--- src/rtl/id_decode_stage.sv ---
// rtl/id_decode_stage.sv - decode stage: IF/ID register, 8x16 register file, load-use hazard, ID/EX register
module id_decode_stage #(
   parameter int DATA_W = 16,
   parameter int PC_W   = 12,
   parameter int NREG   = 8
) (
   input  logic              clk,
   input  logic              rst,
   input  logic [PC_W-1:0]   if_pc,
   input  logic [15:0]       if_inst,
   input  logic              if_valid,
   input  logic              flush,
   input  logic              stall_in,
   input  logic              wb_en,
   input  logic [2:0]        wb_addr,
   input  logic [DATA_W-1:0] wb_data,
   output logic              pc_stall,
   output logic              id_valid,
   output logic [PC_W-1:0]   id_pc,
   output logic [3:0]        id_opcode,
   output logic [2:0]        id_rd,
   output logic [DATA_W-1:0] id_rs_data,
   output logic [DATA_W-1:0] id_rt_data,
   output logic [DATA_W-1:0] id_imm,
   output logic [PC_W-1:0]   id_jtarget,
   output logic [6:0]        id_ctrl
);

   // id_ctrl bit positions: {reg_write, mem_read, mem_write, branch, jump, alu_imm, halt}
   localparam int CTRL_MEM_READ = 5;

   logic              ifid_valid;
   logic [PC_W-1:0]   ifid_pc;
   logic [15:0]       ifid_inst;

   logic [DATA_W-1:0] rf [NREG];

   logic [3:0]        opcode;
   logic [2:0]        rd_addr;
   logic [2:0]        rs_addr;
   logic [2:0]        rt_addr;
   logic [6:0]        dec_ctrl;
   logic              uses_rs;
   logic              uses_rt;
   logic [DATA_W-1:0] rs_data;
   logic [DATA_W-1:0] rt_data;
   logic [DATA_W-1:0] imm;
   logic              hazard;

   assign opcode  = ifid_inst[15:12];
   assign rd_addr = ifid_inst[11:9];
   assign rs_addr = ifid_inst[8:6];
   assign rt_addr = ifid_inst[5:3];
   assign imm     = {{(DATA_W-6){ifid_inst[5]}}, ifid_inst[5:0]};

   // Control decode and source-usage flags for the instruction held in IF/ID
   always_comb begin
      dec_ctrl = 7'b0000000;
      uses_rs  = 1'b0;
      uses_rt  = 1'b0;
      case (opcode)
         4'h1, 4'h2, 4'h3, 4'h4: begin
            dec_ctrl = 7'b1000000;
            uses_rs  = 1'b1;
            uses_rt  = 1'b1;
         end
         4'h5: begin
            dec_ctrl = 7'b1000010;
            uses_rs  = 1'b1;
         end
         4'h6: begin
            dec_ctrl = 7'b1100010;
            uses_rs  = 1'b1;
         end
         4'h7: begin
            dec_ctrl = 7'b0010010;
            uses_rs  = 1'b1;
            uses_rt  = 1'b1;
         end
         4'h8: begin
            dec_ctrl = 7'b0001000;
            uses_rs  = 1'b1;
            uses_rt  = 1'b1;
         end
         4'h9:    dec_ctrl = 7'b0000100;
         4'hF:    dec_ctrl = 7'b0000001;
         default: dec_ctrl = 7'b0000000;
      endcase
   end

   // R0 is hardwired zero; a write landing this cycle is forwarded to the read
   assign rs_data = (rs_addr == 3'd0) ? '0 :
                    (wb_en && wb_addr == rs_addr) ? wb_data : rf[rs_addr];
   assign rt_data = (rt_addr == 3'd0) ? '0 :
                    (wb_en && wb_addr == rt_addr) ? wb_data : rf[rt_addr];

   // A load in ID/EX cannot forward its data in time to a dependent instruction in IF/ID
   assign hazard = ifid_valid && id_valid && id_ctrl[CTRL_MEM_READ] && (id_rd != 3'd0) &&
                   ((uses_rs && id_rd == rs_addr) || (uses_rt && id_rd == rt_addr));

   assign pc_stall = hazard | stall_in;

   // Register file write port; writes to R0 are dropped
   always_ff @(posedge clk or negedge rst) begin
      if (!rst) begin
         for (int i = 0; i < NREG; i++) rf[i] <= '0;
      end else if (wb_en && wb_addr != 3'd0) begin
         rf[wb_addr] <= wb_data;
      end
   end

   // IF/ID register: flush kills, stall or hazard holds, otherwise capture fetch
   always_ff @(posedge clk or negedge rst) begin
      if (!rst) begin
         ifid_valid <= 1'b0;
         ifid_pc    <= '0;
         ifid_inst  <= '0;
      end else if (flush) begin
         ifid_valid <= 1'b0;
      end else if (!stall_in && !hazard) begin
         ifid_valid <= if_valid;
         ifid_pc    <= if_pc;
         ifid_inst  <= if_inst;
      end
   end

   // ID/EX register: flush kills, stall holds, hazard inserts a bubble, otherwise load decode
   always_ff @(posedge clk or negedge rst) begin
      if (!rst) begin
         id_valid   <= 1'b0;
         id_pc      <= '0;
         id_opcode  <= '0;
         id_rd      <= '0;
         id_rs_data <= '0;
         id_rt_data <= '0;
         id_imm     <= '0;
         id_jtarget <= '0;
         id_ctrl    <= '0;
      end else if (flush) begin
         id_valid <= 1'b0;
         id_ctrl  <= '0;
      end else if (!stall_in) begin
         if (hazard) begin
            id_valid <= 1'b0;
            id_ctrl  <= '0;
         end else begin
            id_valid   <= ifid_valid;
            id_ctrl    <= ifid_valid ? dec_ctrl : 7'b0000000;
            id_pc      <= ifid_pc;
            id_opcode  <= opcode;
            id_rd      <= rd_addr;
            id_rs_data <= rs_data;
            id_rt_data <= rt_data;
            id_imm     <= imm;
            id_jtarget <= ifid_inst[PC_W-1:0];
         end
      end
   end

endmodule

--- config.mk ---
export PLATFORM = sky130hd
export DESIGN_NAME = id_decode_stage
export DESIGN_NICKNAME = d
export VERILOG_FILES = /design/src/rtl/id_decode_stage.sv
export SDC_FILE = /design/constraint.sdc
export NUM_CORES = 1
export LEC_CHECK = 0
export ABC_AREA = 1
export CAP_MARGIN = 15
export CORE_UTILIZATION = 29
export DETAILED_ROUTE_END_ITERATION = 12
export GPL_TIMING_DRIVEN = 0
export HOLD_SLACK_MARGIN = 0.1
export PLACE_DENSITY = 0.46
export SYNTH_ARGS = -nofsm -noshare
export SYNTH_HDL_FRONTEND = slang
export SYNTH_SLANG_ARGS = --single-unit
--- constraint.sdc ---
create_clock -name clk -period 2.2 [get_ports clk]
set_input_delay 0.44 -clock clk [delete_from_list [all_inputs] [get_ports clk]]
set_output_delay 0.44 -clock clk [all_outputs]
set_load 0.005 [all_outputs]
Yosys cells after proc, flatten, opt, wreduce, memory -nomap -nowiden
Index checks and enable logic that the tools add are counted.
{"block": "word_totals", "inputBits": 53, "out_inout_bits": 88, "ff_bits": 234, "wordCells": 95}
{"block": "classes", "n_bitwise": 7, "muxes": 25, "n_eq_ne": 15, "n_reduce_logical": 24, "magnitude_cmp": 4}
{"cell": "$mux 16", "n": 9}
{"cell": "$bwmux 128", "n": 1}
{"cell": "$bmux 16 s3", "n": 2}
{"cell": "$pmux 7 s7", "n": 1}
{"cell": "$demux 16 s3", "n": 1}
{"cell": "$mux 7", "n": 4}
{"cell": "$eq 4x3->1 const B", "n": 4}
{"cell": "$eq 3x3->1", "n": 4}
{"cell": "$eq 4x4->1 const B", "n": 3}
{"cell": "$ge 4x4->1 const B", "n": 3}
{"cell": "$not 3->4", "n": 3}
{"cell": "$logic_and 1x1->1", "n": 11}
{"cell": "$eq 4x2->1 const B", "n": 2}
{"cell": "$reduce_or 8->1", "n": 1}
{"cell": "$mux 1", "n": 7}
{"cell": "$logic_not 3->1", "n": 2}
{"cell": "$reduce_bool 3->1", "n": 2}
{"cell": "$reduce_or 6->1", "n": 1}
{"cell": "$eq 4x1->1 const B", "n": 1}
{"cell": "$lt 4x1->1 const B", "n": 1}
{"cell": "$reduce_or 4->1", "n": 1}
{"cell": "$not 1->1", "n": 3}
{"cell": "$reduce_and 3->1", "n": 1}
{"cell": "$logic_not 1->1", "n": 2}
{"cell": "other kinds (5)", "n": 5}

Depth between registers and ports, before layout
Gate-level depths: netlist of the first run.
{"block": "logic_depth", "word_depth": 10, "mapped_depth": 14, "depth_no_buf": 11}

Least setup slack after synthesis of the first run
No wires, ideal clock.
{"block": "synth_path", "kind": "reg2out", "startpoint": "register ifid_inst[4]", "endpoint": "output pc_stall", "n_path_buf": 2, "t_arrival_ns": 1.247, "stages_incl_launch_ff": 12, "required_time_ns": 1.760, "slack_ns": 0.513, "cell_sequence": "dfrtp_1 > buf_2 > inv_2 > nand2_1 > nand2_1 > nand2_1 > nor2_1 > nand2_1 > nand2_1 > nand2_2 > buf_4 > nand2_1"}
{"block": "synth_between", "elab_chain_len": 5}
{"element": "start: declaration", "line": "34", "rtl": "logic [15:0] ifid_inst;"}
{"element": "start signal: assignment", "line": "123", "rtl": "ifid_inst <= if_inst;"}
{"element": "$eq 3x3->1", "line": "99", "rtl": "((uses_rs && id_rd == rs_addr) || (uses_rt && id_rd == rt_addr));"}
{"element": "$logic_and 1x1->1", "line": "99"}
{"element": "$logic_or 1x1->1", "line": "99"}
{"element": "$logic_and 1x1->1", "line": "98", "rtl": "assign hazard = ifid_valid && id_valid && id_ctrl[CTRL_MEM_READ] && (id_rd != 3'd0) &&"}
{"element": "$or 1x1->1", "line": "101", "rtl": "assign pc_stall = hazard | stall_in;"}
{"element": "end: declaration", "line": "17", "rtl": "output logic pc_stall,"}
No other way between the ends.

Worst setup path after layout of the first run
{"block": "layout_path", "startpoint": "register ifid_inst[12]", "endpoint": "output pc_stall"}
{"block": "layout_between", "elab_chain_len": 7, "word_cells_on_any_way": 17, "classes_between": "8 x eq/ne; 2 x mux; 1 x bitwise; 6 x reduce/logical"}
{"element": "$eq 4x4->1, or another cell as far along", "line": "61", "rtl": "case (opcode)"}
{"element": "$reduce_or 8->1 (no source line) or $reduce_or 6->1 (tied branches)"}
{"element": "$mux 1", "line": "61"}
{"element": "$logic_and 1x1->1", "line": "99"}
{"element": "$logic_or 1x1->1 *", "line": "99"}
{"element": "$logic_and 1x1->1 *", "line": "98"}
{"element": "$or 1x1->1 *", "line": "101"}
Mark *: on every way between the ends. The rest lies on a longest branch, timed or not.

==> flow_summary.html, run 1 <==
<table>
<tr><th>Metric</th><th>Value</th></tr>
<tr><th colspan="2">Route</th></tr>
<tr><td>DRT Wirelength</td><td>48,950 microns</td></tr>
<tr><td>Wire length per cell after detailed routing</td><td>20.78 microns</td></tr>
<tr><td>M1 WL</td><td>21,660 microns</td></tr>
<tr><td>Top sig layer</td><td>met4</td></tr>
<tr><td>WL met3</td><td>4068 microns</td></tr>
<tr><td>Amount of wire on met2 after detailed routing</td><td>between 20,000 and 25,000 microns</td></tr>
<tr><td>Number of DRC markers in iteration 0</td><td>1,144</td></tr>
<tr><td>Remaining design rule violation count</td><td>0</td></tr>
<tr><td>Ratio of routed vias to standard cells</td><td>5.106</td></tr>
<tr><td>Via count</td><td>12,030</td></tr>
<tr><td>Length of the first detailed-routing pass in iterations</td><td>5</td></tr>
<tr><td>Post-detailed-route count of antenna-violating nets</td><td>0</td></tr>
<tr><th colspan="2">Placement</th></tr>
<tr><td>Number of buffer cells added on primary ports</td><td>140</td></tr>
<tr><td>Last weighted congestion value of the routability-driven placer</td><td>0.9428</td></tr>
<tr><td>Placed Instances</td><td>2,288</td></tr>
<tr><td>HPWL after DPL</td><td>between 30,000 and 40,000 microns</td></tr>
<tr><th colspan="2">Critical path</th></tr>
<tr><td>Buf/Inv on CP</td><td>3</td></tr>
<tr><td>Most repeated library cell on the critical path</td><td>nand2_2</td></tr>
<tr><td>Worst-path cell with the longest stage delay</td><td>dfrtp_2</td></tr>
<tr><td>Signal arrival time at the worst endpoint</td><td>1.92 ns</td></tr>
<tr><td>Crit Path Category</td><td>flip-flop to output pin</td></tr>
<tr><td>Largest fanout on the critical path</td><td>5</td></tr>
<tr><td>Max stage delay on crit path</td><td>0.47 ns</td></tr>
<tr><td>Critical path data required time</td><td>1.76 ns</td></tr>
<tr><td>Endpoint kind of the worst setup timing path</td><td>output pin</td></tr>
<tr><td>Nature of the critical path startpoint</td><td>flip-flop</td></tr>
<tr><td>Critical-path cell list</td><td>inv_2 -&gt; nand2_4 -&gt; nand2_1 -&gt; nand2_2 -&gt; nand2_2 -&gt; nand2_2 -&gt; nand2_2 -&gt; nand2_4 -&gt; buf_8 -&gt; nand2_4 -&gt; buf_6</td></tr>
<tr><td>Cell family with the largest share of critical-path delay</td><td>simple AND/OR/NAND/NOR gates</td></tr>
<tr><th colspan="2">STA</th></tr>
<tr><td>Max Transition Viols Final</td><td>0</td></tr>
<tr><td>Worst Setup Slack, final</td><td>-0.1626 ns</td></tr>
<tr><td>Unrepaired setup endpoints after global routing</td><td>yes</td></tr>
<tr><td>Final critical-path share of the clock period</td><td>107.4%</td></tr>
<tr><td>Setup Total Neg Slack</td><td>-0.1626 ns</td></tr>
<tr><td>Minimum clock period</td><td>approximately 2.4 ns</td></tr>
<tr><td>Worst clock skew</td><td>between 0.01 and 0.015 ns</td></tr>
<tr><td>Minimum hold slack</td><td>between 0.3 and 0.4 ns</td></tr>
<tr><td>Least-Margin Pin Slew</td><td>between 0.7 and 0.8 ns</td></tr>
<tr><td>Count of final hold-check violations</td><td>0</td></tr>
<tr><td>Fmax</td><td>423.3 MHz</td></tr>
<tr><td>Worst slew margin relative to its limit</td><td>50.48%</td></tr>
<tr><td>Finish-stage setup viols</td><td>1</td></tr>
<tr><th colspan="2">Global routing</th></tr>
<tr><td>Number of antenna violations at the first check in global routing</td><td>0</td></tr>
<tr><td>First-pass GRT wire length</td><td>74,310 microns</td></tr>
<tr><td>Overall global routing resource usage</td><td>23.93%</td></tr>
<tr><td>Maximum number of pins on one net before global-route repair</td><td>97</td></tr>
<tr><td>Number of global-route vias before repair</td><td>11,870</td></tr>
<tr><td>Overflow after GRT</td><td>0</td></tr>
<tr><th colspan="2">Outcome</th></tr>
<tr><td>Status</td><td>complete, but fails checks</td></tr>
<tr><td>Violations in the final reports</td><td>setup timing</td></tr>
<tr><th colspan="2">Synthesis</th></tr>
<tr><td>Yosys warning count</td><td>0</td></tr>
<tr><td>Synth unique cells</td><td>20</td></tr>
<tr><td>Synthesized area divided by synthesized cell count</td><td>slightly above 7 sq um</td></tr>
<tr><td>Seq/Total Area, Yosys</td><td>48.16%</td></tr>
<tr><td>Post-Syn Nets</td><td>1,674</td></tr>
<tr><td>Synthesized area</td><td>0.01169 sq mm</td></tr>
<tr><td>Number of flip-flops and latches in the synthesized netlist</td><td>225</td></tr>
<tr><td>Post-Syn Instances</td><td>between 1,500 and 2,000</td></tr>
<tr><th colspan="2">Clocking</th></tr>
<tr><td>Worst-Skew Late Latency</td><td>0.56 ns</td></tr>
<tr><td>Clock transition at the register clock pins on the worst setup and hold paths after CTS</td><td>0.06 ns</td></tr>
<tr><td>Max H-tree Level</td><td>1</td></tr>
<tr><td>Cts bufs inserted</td><td>27</td></tr>
<tr><td>Clock sink total</td><td>225</td></tr>
<tr><td>Buffer levels on the longest clock path</td><td>3</td></tr>
<tr><td>Clock Root Buffer</td><td>clkbuf_16</td></tr>
<tr><td>TritonCTS clock tree</td><td>yes</td></tr>
<tr><th colspan="2">Cells and area</th></tr>
<tr><td>Layout overhead on the synthesized area</td><td>29.59%</td></tr>
<tr><td>Nets</td><td>between 1,500 and 2,000</td></tr>
<tr><td>Non-Filler Instances</td><td>2,356</td></tr>
<tr><td>Total inserted antenna cells</td><td>0</td></tr>
<tr><td>Number of inserted filler cells in the final layout</td><td>4,184</td></tr>
<tr><td>Commonest non-fill, non-tap cell in the layout</td><td>nand2_1</td></tr>
<tr><td>Proportion of layout cells with a drive suffix above 1</td><td>10.43%</td></tr>
<tr><td>Most used cells in the layout excluding fill and tap cells</td><td>nand2_1 (640), dfrtp_1 (219), nand3_1 (167)</td></tr>
<tr><th colspan="2">Power and ir drop</th></tr>
<tr><td>Overall power of the completed layout</td><td>between 0.01 and 0.015 W</td></tr>
<tr><td>Worst supply voltage drop on vdd</td><td>0.0004875 V</td></tr>
<tr><td>P_leak</td><td>7.295 nW</td></tr>
<tr><td>Pwr per Cell Area</td><td>around 920 mW/mm^2</td></tr>
<tr><th colspan="2">Die</th></tr>
<tr><td># IOs</td><td>141</td></tr>
<tr><td>Core region area</td><td>0.03973 sq mm</td></tr>
<tr><td>Die area</td><td>~0.04 sq mm</td></tr>
<tr><td>Width of the die</td><td>202.8 microns</td></tr>
<tr><td>Placement Rows</td><td>73</td></tr>
<tr><td>Vertical die dimension</td><td>202.8 microns</td></tr>
<tr><td>Starting density of the core</td><td>between 20 and 30%</td></tr>
<tr><th colspan="2">Hold path</th></tr>
<tr><td>HP Class</td><td>input pin to async pin</td></tr>
<tr><th colspan="2">Job</th></tr>
<tr><td>Maximum Capacitance Violations</td><td>0</td></tr>
</table>
through the flow:
step	util (%)	setup slack (ns)	cell area, sq um
finish	38.13	-0.1626	15150
global route	38.13	-0.2631	15150
CTS	37.63	-0.1610	14950
detailed placement	34.76	-0.5565	13810
global placement	34.61	-9.599	13750
floorplan	-	0.5133	11690
layout make-up:
| cell class | count | area [sq um] | share of cell area, % |
|---|---|---|---|
| inverters | 37 | 152.6 | 1.008 |
| flip-flops and latches | 225 | 5638 | 37.21 |
| plain buffers | 155 | 845.8 | 5.583 |
| repair buffers | 160 | 1600 | 10.56 |
| well taps | 525 | 656.9 | 4.336 |
| multi-input cells | 1204 | 5318 | 35.10 |
| clock inverters | 6 | 90.09 | 0.5946 |
| clock buffers | 44 | 849.6 | 5.607 |
layer usage:
metal,global-route usage [%],vias up
met1,33.71,5787
met5,0,-
met4,7.411,0
met2,37.32,516
li1,-,5636
met3,4.061,90
worst paths after layout:
kind                                           startpoint                         to  slack, ns  depth (start not counted)
worst max-delay path            ifid_inst[12]$_DFFE_PN0P_                   pc_stall      -0.16                         11
worst min-delay path                                  rst     id_ctrl[6]$_DFFE_PN0P_       0.35                          2
worst max register to register   ifid_inst[4]$_DFFE_PN0P_  id_rt_data[4]$_DFFE_PN0P_       0.08                         12
worst min register to register       id_pc[3]$_DFFE_PN0P_       id_pc[3]$_DFFE_PN0P_       0.47                          2
max in group asynchronous                             rst         rf[18]$_DFFE_PN0P_       1.00                          3
min in group clk                                 if_pc[0]     ifid_pc[0]$_DFFE_PN0P_       0.46                          3
power by group:
group,total [W],switching [W],internal (W)
registers,0.00539,0.000557,0.00483
logic,0.00378,0.00221,0.00157
clock network,0.00473,0.00187,0.00286
cells by family (layout without fill, tap and decap cells):
group,after synthesis,after routing,synth area share [%]
and+or+nand+nor,1051,1051,37.67
xor gates and xnor gates,4,4,0.2997
buffers and inverters,192,402,7.491
AOI/OAI and AO/OA,149,149,6.378
DFF,225,225,48.16
sequential cells by signal (all words and copies together), names as in the netlist, 3 cells and up:
| signal | count |
|---|---|
| id_jtarget | 4 |
| id_pc | 12 |
| id_imm | 5 |
| id_rt_data | 16 |
| ifid_inst | 16 |
| rf | 128 |
| id_ctrl | 7 |
| id_opcode | 4 |
| id_rs_data | 16 |
| id_rd | 3 |
| ifid_pc | 12 |
synth_stat cells:
cell,n,area (sq um)
xnor2_1,3,26.28
buf_2,34,170.2
a21oi_1,19,95.09
clkinv_1,1,3.750
inv_2,3,11.26
inv_1,33,123.9
nand2_2,1,6.260
nand4_1,94,588.1
o21ai_0,130,650.6
xor2_1,1,8.760
nor2_1,130,488.0
clkbuf_1,83,311.6
dfrtp_1,225,5630
nand3_1,168,840.8
buf_4,24,180.2
nor3_1,4,20.02
buf_1,11,41.29
buf_6,3,33.78
nand3_2,1,10.01
nand2_1,653,2451
timing repair:
| item | CTS | global route |
|---|---|---|
| resized for setup | 49 | 91 |
| endpoints found under the hold margin | 34 | 0 |
| pin swaps | 7 | 9 |
| setup endpoints to repair | 43 | 46 |
| setup buffers | 13 | 4 |
| gates cloned | 0 | 0 |
| hold buffers | 1 | 0 |
No activity file was read; power rests on OpenSTA's default activity.
==> inputs of run 2 (changes only) <==
- CORE_ASPECT_RATIO: not set -> 1.4
- SKIP_CTS_REPAIR_TIMING: not set -> 1
==> run 2 against run 1 <==
Against the previous run:
- the flow still finishes with violations (setup timing)
- clock skew rose by 0.0027 ns
- power is 0.68% higher
- die area hardly changed
- critical path depth unchanged
==> flow_summary.html, run 2 (same netlist as run 1, synthesis figures left out) <==
<table>
<tr><th>Metric</th><th>Value</th></tr>
<tr><th colspan="2">Die</th></tr>
<tr><td>Starting density of the core</td><td>29.52%</td></tr>
<tr><td>Vertical die dimension</td><td>239.6 microns</td></tr>
<tr><td>Placement Rows</td><td>86</td></tr>
<tr><td># IOs</td><td>141</td></tr>
<tr><td>Core region area</td><td>0.03960 sq mm</td></tr>
<tr><td>Width of the die</td><td>171.7 microns</td></tr>
<tr><td>Die area</td><td>0.04113 sq mm</td></tr>
<tr><th colspan="2">Outcome</th></tr>
<tr><td>Violations in the final reports</td><td>setup timing</td></tr>
<tr><td>Status</td><td>complete, but fails checks</td></tr>
<tr><th colspan="2">Route</th></tr>
<tr><td>Via count</td><td>11,790</td></tr>
<tr><td>Length of the first detailed-routing pass in iterations</td><td>5</td></tr>
<tr><td>Ratio of routed vias to standard cells</td><td>5.011</td></tr>
<tr><td>DRT Wirelength</td><td>49,510 microns</td></tr>
<tr><td>Number of DRC markers in iteration 0</td><td>964</td></tr>
<tr><td>Post-detailed-route count of antenna-violating nets</td><td>0</td></tr>
<tr><td>Remaining design rule violation count</td><td>0</td></tr>
<tr><td>Wire length per cell after detailed routing</td><td>21.05 microns</td></tr>
<tr><th colspan="2">STA</th></tr>
<tr><td>Worst slew margin relative to its limit</td><td>between 40% and 50%</td></tr>
<tr><td>Count of final hold-check violations</td><td>0</td></tr>
<tr><td>Minimum hold slack</td><td>roughly 0.36 ns</td></tr>
<tr><td>Minimum clock period</td><td>2.362 ns</td></tr>
<tr><td>Least-Margin Pin Slew</td><td>0.7653 ns</td></tr>
<tr><td>Fmax</td><td>between 400 and 500 MHz</td></tr>
<tr><td>Worst Setup Slack, final</td><td>-0.1625 ns</td></tr>
<tr><td>Final critical-path share of the clock period</td><td>107.4%</td></tr>
<tr><td>Unrepaired setup endpoints after global routing</td><td>yes</td></tr>
<tr><td>Max Transition Viols Final</td><td>0</td></tr>
<tr><td>Finish-stage setup viols</td><td>1</td></tr>
<tr><td>Worst clock skew</td><td>0.01517 ns</td></tr>
<tr><th colspan="2">Power and ir drop</th></tr>
<tr><td>P_leak</td><td>7.239 nW</td></tr>
<tr><td>Overall power of the completed layout</td><td>0.01399 W</td></tr>
<tr><td>Worst supply voltage drop on vdd</td><td>~0.00044 V</td></tr>
<tr><td>Pwr per Cell Area</td><td>927.0 mW/mm^2</td></tr>
<tr><th colspan="2">Global routing</th></tr>
<tr><td>Number of antenna violations at the first check in global routing</td><td>1</td></tr>
<tr><td>First-pass GRT wire length</td><td>around 74,000 microns</td></tr>
<tr><td>Maximum number of pins on one net before global-route repair</td><td>112</td></tr>
<tr><td>Overall global routing resource usage</td><td>approximately a quarter</td></tr>
<tr><td>Number of global-route vias before repair</td><td>approximately 12,000</td></tr>
<tr><td>Overflow after GRT</td><td>0</td></tr>
<tr><th colspan="2">Job</th></tr>
<tr><td>Maximum Capacitance Violations</td><td>0</td></tr>
<tr><th colspan="2">Critical path</th></tr>
<tr><td>Nature of the critical path startpoint</td><td>flip-flop</td></tr>
<tr><td>Critical path data required time</td><td>1.76 ns</td></tr>
<tr><td>Crit Path Category</td><td>flip-flop to output pin</td></tr>
<tr><td>Buf/Inv on CP</td><td>4</td></tr>
<tr><td>Worst-path cell with the longest stage delay</td><td>dfrtp_1</td></tr>
<tr><td>Signal arrival time at the worst endpoint</td><td>1.92 ns</td></tr>
<tr><td>Cell family with the largest share of critical-path delay</td><td>simple AND/OR/NAND/NOR gates</td></tr>
<tr><td>Critical-path cell list</td><td>inv_2 -&gt; nand2_4 -&gt; nor2_2 -&gt; nand2_2 -&gt; nand3_2 -&gt; nand2_2 -&gt; inv_2 -&gt; nand2_4 -&gt; buf_8 -&gt; nand2_4 -&gt; buf_6</td></tr>
<tr><td>Endpoint kind of the worst setup timing path</td><td>output pin</td></tr>
<tr><td>Largest fanout on the critical path</td><td>6</td></tr>
<tr><td>Most repeated library cell on the critical path</td><td>nand2_4</td></tr>
<tr><td>Max stage delay on crit path</td><td>0.43 ns</td></tr>
<tr><th colspan="2">Cells and area</th></tr>
<tr><td>Layout overhead on the synthesized area</td><td>29.06%</td></tr>
<tr><td>Largest register by flop count</td><td>rf</td></tr>
<tr><td>Commonest non-fill, non-tap cell in the layout</td><td>nand2_1</td></tr>
<tr><td>Total inserted antenna cells</td><td>0</td></tr>
<tr><td>Core occupancy in the finished layout</td><td>38.10%</td></tr>
<tr><td>Number of flip-flops under the largest register name</td><td>128</td></tr>
<tr><td>Most used cells in the layout excluding fill and tap cells</td><td>nand2_1 (639), dfrtp_1 (218), nand3_1 (167)</td></tr>
<tr><td>Nets</td><td>between 1,500 and 2,000</td></tr>
<tr><td>Proportion of layout cells with a drive suffix above 1</td><td>9.923%</td></tr>
<tr><th colspan="2">Clocking</th></tr>
<tr><td>Clock sink total</td><td>225</td></tr>
<tr><td>Worst-Skew Late Latency</td><td>0.56 ns</td></tr>
<tr><td>Max H-tree Level</td><td>1</td></tr>
<tr><td>Clock Root Buffer</td><td>clkbuf_16</td></tr>
<tr><td>Cts bufs inserted</td><td>27</td></tr>
<tr><td>Buffer levels on the longest clock path</td><td>3</td></tr>
<tr><td>Clock transition at the register clock pins on the worst setup and hold paths after CTS</td><td>0.06 ns</td></tr>
<tr><td>TritonCTS clock tree</td><td>yes</td></tr>
<tr><th colspan="2">Placement</th></tr>
<tr><td>Number of buffer cells added on primary ports</td><td>140</td></tr>
<tr><td>HPWL after DPL</td><td>36,740 microns</td></tr>
<tr><td>Last weighted congestion value of the routability-driven placer</td><td>between 0.9 and 1</td></tr>
<tr><th colspan="2">Hold path</th></tr>
<tr><td>HP Class</td><td>input pin to async pin</td></tr>
</table>
run 2: cell count changes in the layout (fill, tap and decap cells not counted), moves of 2 or more:
cell,change
clkbuf_8,-4
buf_4,-6
clkbuf_1,+5
clkbuf_4,+3
buf_6,-2
clkbuf_2,-4
nand2_2,+4
bufinv_16,+2
buf_1,-2
nand2_4,-3
run 2: worst paths after layout:
path / start / end / slack [ns] / cells after the start
min in group clk: if_pc[9] / ifid_pc[9]$_DFFE_PN0P_ / 0.45 / 3
worst max register to register: ifid_inst[5]$_DFFE_PN0P_ / id_rt_data[4]$_DFFE_PN0P_ / 0.06 / 12
max in group asynchronous: rst / id_jtarget[5]$_DFFE_PN0P_ / 0.53 / 4
worst max-delay path: ifid_inst[15]$_DFFE_PN0P_ / pc_stall / -0.16 / 11
worst min register to register: ifid_pc[5]$_DFFE_PN0P_ / ifid_pc[5]$_DFFE_PN0P_ / 0.47 / 2
worst min-delay path: rst / rf[18]$_DFFE_PN0P_ / 0.36 / 2
run 2: cell type report:
cell class / count / area, sq um
flip-flops and latches: 225 / 5639
clock inverters: 8 / 143.9
well taps: 528 / 660.6
clock buffers: 39 / 790.8
inverters: 37 / 160.2
plain buffers: 155 / 840.8
multi-input cells: 1204 / 5283
fillers: 4227 / 24510
repair buffers: 156 / 1570
run 2: where the power goes:
| part | internal [W] | switching [W] | total [W] | leakage, nW |
|---|---|---|---|---|
| combinational | 0.00156 | 0.00221 | 0.00377 | 3.93 |
| clock | 0.00294 | 0.00188 | 0.00483 | 0.462 |
| sequential | 0.00483 | 0.000557 | 0.00539 | 2.85 |
| total | 0.00933 | 0.00466 | 0.0140 | 7.24 |
run 2: worst register-to-register path: cells and delay by family, from the launching register on:
family / cells / cell delay, ns
DFF: 1 / 0.32
and+or+nand+nor: 9 / 1.15
buffers and inverters: 3 / 0.62
run 2: through the flow:
step / instance area, sq um / setup slack (ns) / TNS (ns) / std cells
after CTS: 14750 / -1.016 / -5.964 / 2338
after detailed placement: 13810 / -0.4968 / -29.40 / 2291
after floorplan: 11690 / 0.5133 / 0 / 1621
final: 15090 / -0.1625 / -0.1625 / 2352
after global placement: 13750 / -9.716 / -2209.60 / 2289
after global routing: 15090 / -0.2505 / -0.2792 / 2352
run 2: routing by layer:
metal / up-vias / share of wire, % / GRT usage (%)
li1: 5609 / - / -
met1: 5671 / 38 / 28.40
met2: 398 / 49 / 42.36
met3: 106 / 5.4 / 3.321
met4: 2 / 7.0 / 15.94
met5: - / 0.026 / 0
